## src/rtl/fetch_decode_queue.sv

```systemverilog
// Instruction buffer between fetch and decode: a DEPTH-entry circular FIFO of
// {instr, pcplus8} with valid/ready handshakes, branch flush and decoded head fields.
module fetch_decode_queue #(
   parameter int WIDTH = 32,
   parameter int PCW   = 32,
   parameter int DEPTH = 4
) (
   input  logic                       clk,
   input  logic                       reset,
   input  logic                       flush,
   input  logic                       in_valid,
   output logic                       in_ready,
   input  logic [WIDTH-1:0]           in_instr,
   input  logic [PCW-1:0]             in_pcplus8,
   output logic                       out_valid,
   input  logic                       out_ready,
   output logic [WIDTH-1:0]           out_instr,
   output logic [PCW-1:0]             out_pcplus8,
   output logic [3:0]                 out_cond,
   output logic [3:0]                 out_rn,
   output logic [3:0]                 out_rd,
   output logic [3:0]                 out_rs,
   output logic [3:0]                 out_rm,
   output logic [$clog2(DEPTH+1)-1:0] count
);

   localparam int PW = $clog2(DEPTH);
   localparam int CW = $clog2(DEPTH+1);
   localparam logic [CW-1:0] FULL = CW'(DEPTH);

   logic [WIDTH-1:0] mem_instr [DEPTH];
   logic [PCW-1:0]   mem_pc    [DEPTH];
   logic [PW-1:0]    wr_ptr;
   logic [PW-1:0]    rd_ptr;
   logic             push;
   logic             pop;

   // Both handshake flags come from the registered count only, so there is
   // no combinational path from out_ready to in_ready or from input to output.
   assign in_ready  = (count != FULL);
   assign out_valid = (count != '0);
   assign push      = in_valid & in_ready;
   assign pop       = out_valid & out_ready;

   always_ff @(posedge clk or posedge reset) begin
      if (reset) begin
         wr_ptr <= '0;
         rd_ptr <= '0;
         count  <= '0;
      end else if (flush) begin
         wr_ptr <= '0;
         rd_ptr <= '0;
         count  <= '0;
      end else begin
         if (push) wr_ptr <= wr_ptr + PW'(1);
         if (pop)  rd_ptr <= rd_ptr + PW'(1);
         case ({push, pop})
            2'b10:   count <= count + CW'(1);
            2'b01:   count <= count - CW'(1);
            default: count <= count;
         endcase
      end
   end

   // Storage needs no reset; an empty queue masks whatever it holds.
   always_ff @(posedge clk) begin
      if (push && !flush) begin
         mem_instr[wr_ptr] <= in_instr;
         mem_pc[wr_ptr]    <= in_pcplus8;
      end
   end

   assign out_instr   = out_valid ? mem_instr[rd_ptr] : '0;
   assign out_pcplus8 = out_valid ? mem_pc[rd_ptr]    : '0;

   assign out_cond = out_instr[31:28];
   assign out_rn   = out_instr[19:16];
   assign out_rd   = out_instr[15:12];
   assign out_rs   = out_instr[11:8];
   assign out_rm   = out_instr[3:0];

endmodule

```

## config.mk

```make
export PLATFORM = sky130hd
export DESIGN_NAME = fetch_decode_queue
export DESIGN_NICKNAME = d
export VERILOG_FILES = /design/src/rtl/fetch_decode_queue.sv
export SDC_FILE = /design/constraint.sdc
export NUM_CORES = 1
export LEC_CHECK = 0
export CAP_MARGIN = 30
export CORE_MARGIN = 4
export CORE_UTILIZATION = 50
export CTS_CLUSTER_DIAMETER = 60
export CTS_CLUSTER_SIZE = 30
export DETAILED_ROUTE_END_ITERATION = 8
export PLACE_DENSITY = 0.75
export SLEW_MARGIN = 20
export SYNTH_ARGS = -nofsm -noshare
export SYNTH_HDL_FRONTEND = slang
export SYNTH_SLANG_ARGS = --single-unit
```

## constraint.sdc

```tcl
create_clock -name clk -period 4.4 [get_ports clk]
set_clock_uncertainty 0.1 [all_clocks]
set_input_delay 0.66 -clock clk [delete_from_list [all_inputs] [get_ports clk]]
set_output_delay 0.66 -clock clk [all_outputs]
set_load 0.005 [all_outputs]
```

==> flow_summary.ini, run 1 <==
[status]
status = completed

[yosys]
synth_edf_count = 256
ys.flop_type = edfxtp_1
synthCells = 493
avgSynthCellArea_um2 = 21.1
async_flop_share_pct = 2.66
syn_area_um2 = 10400
ys_ff_latch = 263
seq_area_frac_synth_pct = 75.7
syn_nets = 567
yosys_warnings = 0
synth_cell_type_count = 35

[critical_path]
critPathTopFamily = buffers and inverters
slowest_stage = dfrtp_4
critPathCaptureType = output port
worstSetupPathType = flip-flop to output port
path_cells = buf_4 -> mux4_2 -> and2_1 -> clkdlybuf4s50_1
required_ns = 3.64
cp-start-kind = flip-flop
critPathBufInv = 2
slowest_delay_ns = 0.74
cp.arrival_ns = 2.83
worst-path-max-fanout = 23

[layout]
final_cell_mix = edfxtp_1, clkdlybuf4s50_1, and2_1, mux4_2, clkbuf_16
final_cells = 911
final_common_cell = edfxtp_1
multiInputGateArea_um2 = 2190
seqCellArea_um2 = 7870
layout.nets = 703
fillers = 1391
drive_gt1_share_pct = 17.1
areaGrowthSynthToFinish_pct = 22.8

[drt]
ant_nets = 0
dr_wl_met2_mm = 9.76
wl_met3_mm = 1.09
drt_iter0_markers = 277
drt-total-wl_mm = 19.1
dr.pass1.iters = 4
avgViaCountPerCell = 5.42
num_vias = 4939
route.detailed.drc = 0
wl_met1_mm = 7.94
wl_per_cell_um = 21.0
top_layer = met4

[worst_hold_path]
hold_path_class = input port to async pin

[cts]
root_buffer = clkbuf_16
cts_sinks = 263
cts_setup_buffers = 0
htreeDepth = 1
post_cts_resized = 0
post_cts_hold_buffer_count = 0
clk_pin_slew_ns = 0.11
clock_path_buffers = 3
cts_tree = yes
cts_made_buffers = 16
clk_latency_ns = 0.49

[timing]
finalHoldViolCount = 0
slew_headroom_pct = 66.0
min_period_over_period_pct = 81.6
timing.hold.ws_ns = 0.306
timing.final.crit_period_ns = 3.59
worst_pin_slew_ns = 0.506
fmax_mhz = 278
rsz0062_at_grt = no
setup_tns_ns = 0
final-setup-viol-count = 0
slew_viol_final = 0

[die]
die_x_um = 152
die_area_um2 = 23100
dieHeight_um = 152
initial_core_util_pct = 51.0
std_cell_rows = 52
io-pin-count = 158
core-area_um2 = 20400

[global_routing]
track_usage_pct = 16.4
grt_overflow_total = 0
grt_max_degree = 66
antenna_found_initial = 1
grt_pass1_vias = 5314
grt_pass1_wl_mm = 30.2

[place]
place_inst = 879
gp_congestion = 0.706
dp_hpwl_mm = 11.5
portBuffers = 157

[pwr]
power.leakage_uw = 0.00401
irDropWorstVdd_mv = 0.269
power.total_uw = 6100
p_per_area_nw_per_um2 = 479

[flow_run]
drv_cap = 0
## metal layers
metal	up-vias	GRT usage, %
met3	26	3.07
met1	2531	22.0
met4	0	3.81
met2	154	28.5
li1	2228	-
met5	-	0
## layout make-up
| type | count | share of cell area [%] |
|---|---|---|
| sequential | 263 | 61.7 |
| multi-input combinational | 176 | 17.2 |
| timing repair buffer | 165 | 13.6 |
| clock buffer | 17 | 3.34 |
| tap | 270 | 2.65 |
| clock inverter | 11 | 1.24 |
| inverter | 7 | 0.206 |
| antenna | 2 | 0.0393 |
## stage by stage
step	util (%)	setup slack [ns]	instance area [um2]
floorplan	-	1.02	10400
global placement	59.5	1.25	12100
detailed placement	59.5	1.08	12100
CTS	62.3	0.704	12700
global route	62.6	0.575	12700
finish	62.6	0.808	12800
## final timing paths
| path | start | endpoint | slack, ns | cells after the start |
|---|---|---|---|---|
| worst max-delay path | rd_ptr[0] | out_rs[3] | 0.81 | 4 |
| worst min-delay path | reset | count[1] | 0.31 | 2 |
| worst max register to register | count[2] | mem_pc[0][16] | 1.91 | 4 |
| worst min register to register | wr_ptr[1] | wr_ptr[1] | 0.52 | 2 |
| max in group asynchronous | reset | rd_ptr[1] | 3.62 | 2 |
| min in group clk | wr_ptr[1] | wr_ptr[1] | 0.52 | 2 |
## flip-flops by register name, summed over array words and instances, names as in the netlist
register   count
wr_ptr         2
count          3
mem_pc       128
mem_instr    128
rd_ptr         2
## report_power, final
| group | internal, uW | leakage (uW) | switching, uW |
|---|---|---|---|
| registers | 2850 | 0.00241 | 83.4 |
| clock network | 778 | 0.000279 | 889 |
| logic | 933 | 0.00132 | 567 |
| total | 4560 | 0.00401 | 1540 |
## synthesized netlist by cell type, types with 4 or more instances
cell type | instances | share of area [%]
buf_4 | 22 | 1.6
edfxtp_1 | 256 | 74
ha_1 | 4 | 0.48
clkbuf_1 | 9 | 0.33
inv_1 | 7 | 0.25
nor2_1 | 7 | 0.25
buf_6 | 6 | 0.65
mux4_2 | 64 | 14
buf_2 | 8 | 0.39
nand3_1 | 4 | 0.19
dfrtp_1 | 7 | 1.7
and2_1 | 69 | 4.2
## cell families after synthesis
logic type / Yosys count / synth area share [%]
multiplexers: 65 / 14.0
adder cells (fa/ha/maj): 5 / 0.675
AO/OA/AOI/OAI: 16 / 1.04
flip-flops: 263 / 75.7
buffers and inverters: 54 / 3.29
XOR/XNOR: 3 / 0.253
AND/OR/NAND/NOR: 87 / 5.07
No activity file was read; power rests on OpenSTA's default activity.
==> run 2, diff against run 1 <==
==> constraint.sdc (replaced) <==
create_clock -name clk -period 3.4 [get_ports clk]
set_clock_uncertainty 0.1 [all_clocks]
set_input_delay 0.51 -clock clk [delete_from_list [all_inputs] [get_ports clk]]
set_output_delay 0.51 -clock clk [all_outputs]
set_load 0.005 [all_outputs]
==> run 2 against run 1 <==
Effect of this change: die area is the same; clock power grew 14%; non-clock buffer count grew 11; final area is essentially flat; via count grew 0.85%; register-to-register slack lost 0.83 ns; total power grew 26%; wire length grew 0.35%; sequential power grew 29%; worst setup slack lost 0.64 ns.
==> flow_summary.ini, run 2 (synthesis gave the netlist of run 1 again) <==
[status]
status = completed

[layout]
diodes = 0
layout.nets = 713
final_common_cell = edfxtp_1
final_cell_mix = edfxtp_1, clkdlybuf4s50_1, and2_1, mux4_2, clkbuf_16
areaGrowthSynthToFinish_pct = 22.9
top_regs = mem_instr (128), mem_pc (128), count (3)
drive_gt1_share_pct = 18.0

[global_routing]
antenna_found_initial = 0
grt_overflow_total = 0
grt_pass1_wl_mm = 30.2
track_usage_pct = 16.5
grt_max_degree = 40
grt_pass1_vias = 5291

[critical_path]
worstSetupPathType = flip-flop to output port
required_ns = 2.79
path_cells = buf_4 -> mux4_2 -> and2_1 -> clkdlybuf4s50_1
critPathTopFamily = buffers and inverters
slowest_delay_ns = 0.69
critPathBufInv = 2
critPathCaptureType = output port
worst-path-max-fanout = 22
slowest_stage = dfrtp_4
cp.arrival_ns = 2.62
cp-start-kind = flip-flop

[pwr]
seqPwrFrac_pct = 49.4
power_frac_clock_pct = 24.9
irDropWorstVdd_mv = 0.440
p_sw_uw = 1890
p_per_area_nw_per_um2 = 602
swShare_pct = 24.6
power.leakage_uw = 0.00402
p_int_uw = 5790
comb_power_share_pct = 25.7

[cts]
cts_sinks = 263
clk_pin_slew_ns = 0.09
clock_path_buffers = 3
cts_made_buffers = 15
root_buffer = clkbuf_16
clk_latency_ns = 0.47
cts_tree = yes
htreeDepth = 1

[place]
gp_congestion = 0.750
dp_slack_ns = 0.508
dp_hpwl_mm = 12.4
portBuffers = 157

[die]
dieHeight_um = 152
std_cell_rows = 52
die_x_um = 152
io-pin-count = 158
initial_core_util_pct = 51.0
die_area_um2 = 23100
core-area_um2 = 20400

[drt]
route.detailed.drc = 0
avgViaCountPerCell = 5.44
num_vias = 4981
drt-total-wl_mm = 19.2
ant_nets = 0
wl_per_cell_um = 21.0
drt_iter0_markers = 328
dr.pass1.iters = 4

[timing]
slew_headroom_pct = 68.9
setup_tns_ns = 0
slew_viol_final = 0
final-setup-viol-count = 0
timing.final.crit_period_ns = 3.23
timing.hold.ws_ns = 0.179
worst_pin_slew_ns = 0.462
fmax_mhz = 309
min_period_over_period_pct = 95.1
rsz0062_at_grt = no
finalHoldViolCount = 0
worst_slack_ns = 0.167

[flow_run]
drv_cap = 0

[worst_hold_path]
hold_path_class = input port to async pin
[run 2: repair_timing]
action,CTS,global route
endpoints found under the setup margin,4,0
gates resized for setup,1,0
hold buffers,0,0
buffers inserted,0,0
[run 2: power groups by stage]
stage / Combinational [uW] / Sequential, uW / Clock (uW)
2_1_floorplan: 1100 / 3800 / 0
3_3_place_gp: 1980 / 3860 / 0
3_5_place_dp: 2020 / 3870 / 0
4_1_cts: 2030 / 3800 / 1970
5_1_grt: 2130 / 3820 / 2100
6_report: 1970 / 3800 / 1910
[run 2: final timing paths]
check	from	endpoint	slack, ns	cells past startpoint
max in group asynchronous	reset	rd_ptr[0]	2.74	2
worst min register to register	wr_ptr[1]	wr_ptr[1]	0.51	2
worst max register to register	count[0]	count[1]	1.08	5
worst max-delay path	rd_ptr[0]	out_rm[0]	0.17	4
worst min-delay path	reset	count[1]	0.18	2
min in group clk	wr_ptr[1]	wr_ptr[1]	0.51	2
[run 2: final cells by class]
type	instances	area, um2
repair buffers	176	1840
fillers	1393	7600
multi-input cells	176	2200
well taps	270	338
clock buffers	15	375
flip-flops and latches	263	7870
clock inverters	9	114
inverters	7	26.3
[run 2: per-layer routing]
metal | vias up | part of all wire (%) | GRT usage [%]
li1 | 2230 | - | -
met1 | 2578 | 41 | 22.3
met2 | 153 | 52 | 28.5
met3 | 20 | 5.3 | 2.93
met4 | 0 | 1.4 | 3.25
met5 | - | 0 | 0
[run 2: worst register-to-register path, stage by stage (launching register included)]
cell	delay, ns
dfrtp_1	0.55
o31ai_1	0.51
nor2_1	0.13
fa_1	0.52
o2111ai_1	0.10
a211oi_1	0.31
[run 2: through the flow]
| step | power, uW | utilization (%) | cell area [um2] | std cells |
|---|---|---|---|---|
| floorplan | 4900 | - | 10400 | 493 |
| global route | 8040 | 62.7 | 12800 | 916 |
| CTS | 7800 | 62.7 | 12800 | 916 |
| global placement | 5850 | 60.2 | 12300 | 892 |
| finish | 7680 | 62.7 | 12800 | 916 |
| detailed placement | 5890 | 60.2 | 12300 | 892 |
==> run 3, diff against run 2 <==
--- a/config.mk
+++ b/config.mk
@@ -5,7 +5,6 @@
 export SDC_FILE = /design/constraint.sdc
 export NUM_CORES = 1
 export LEC_CHECK = 0
-export CAP_MARGIN = 30
 export CORE_MARGIN = 4
 export CORE_UTILIZATION = 50
 export CTS_CLUSTER_DIAMETER = 60
==> results of run 3 <==
Final layout, timing and power as in run 2 (identical DEF).
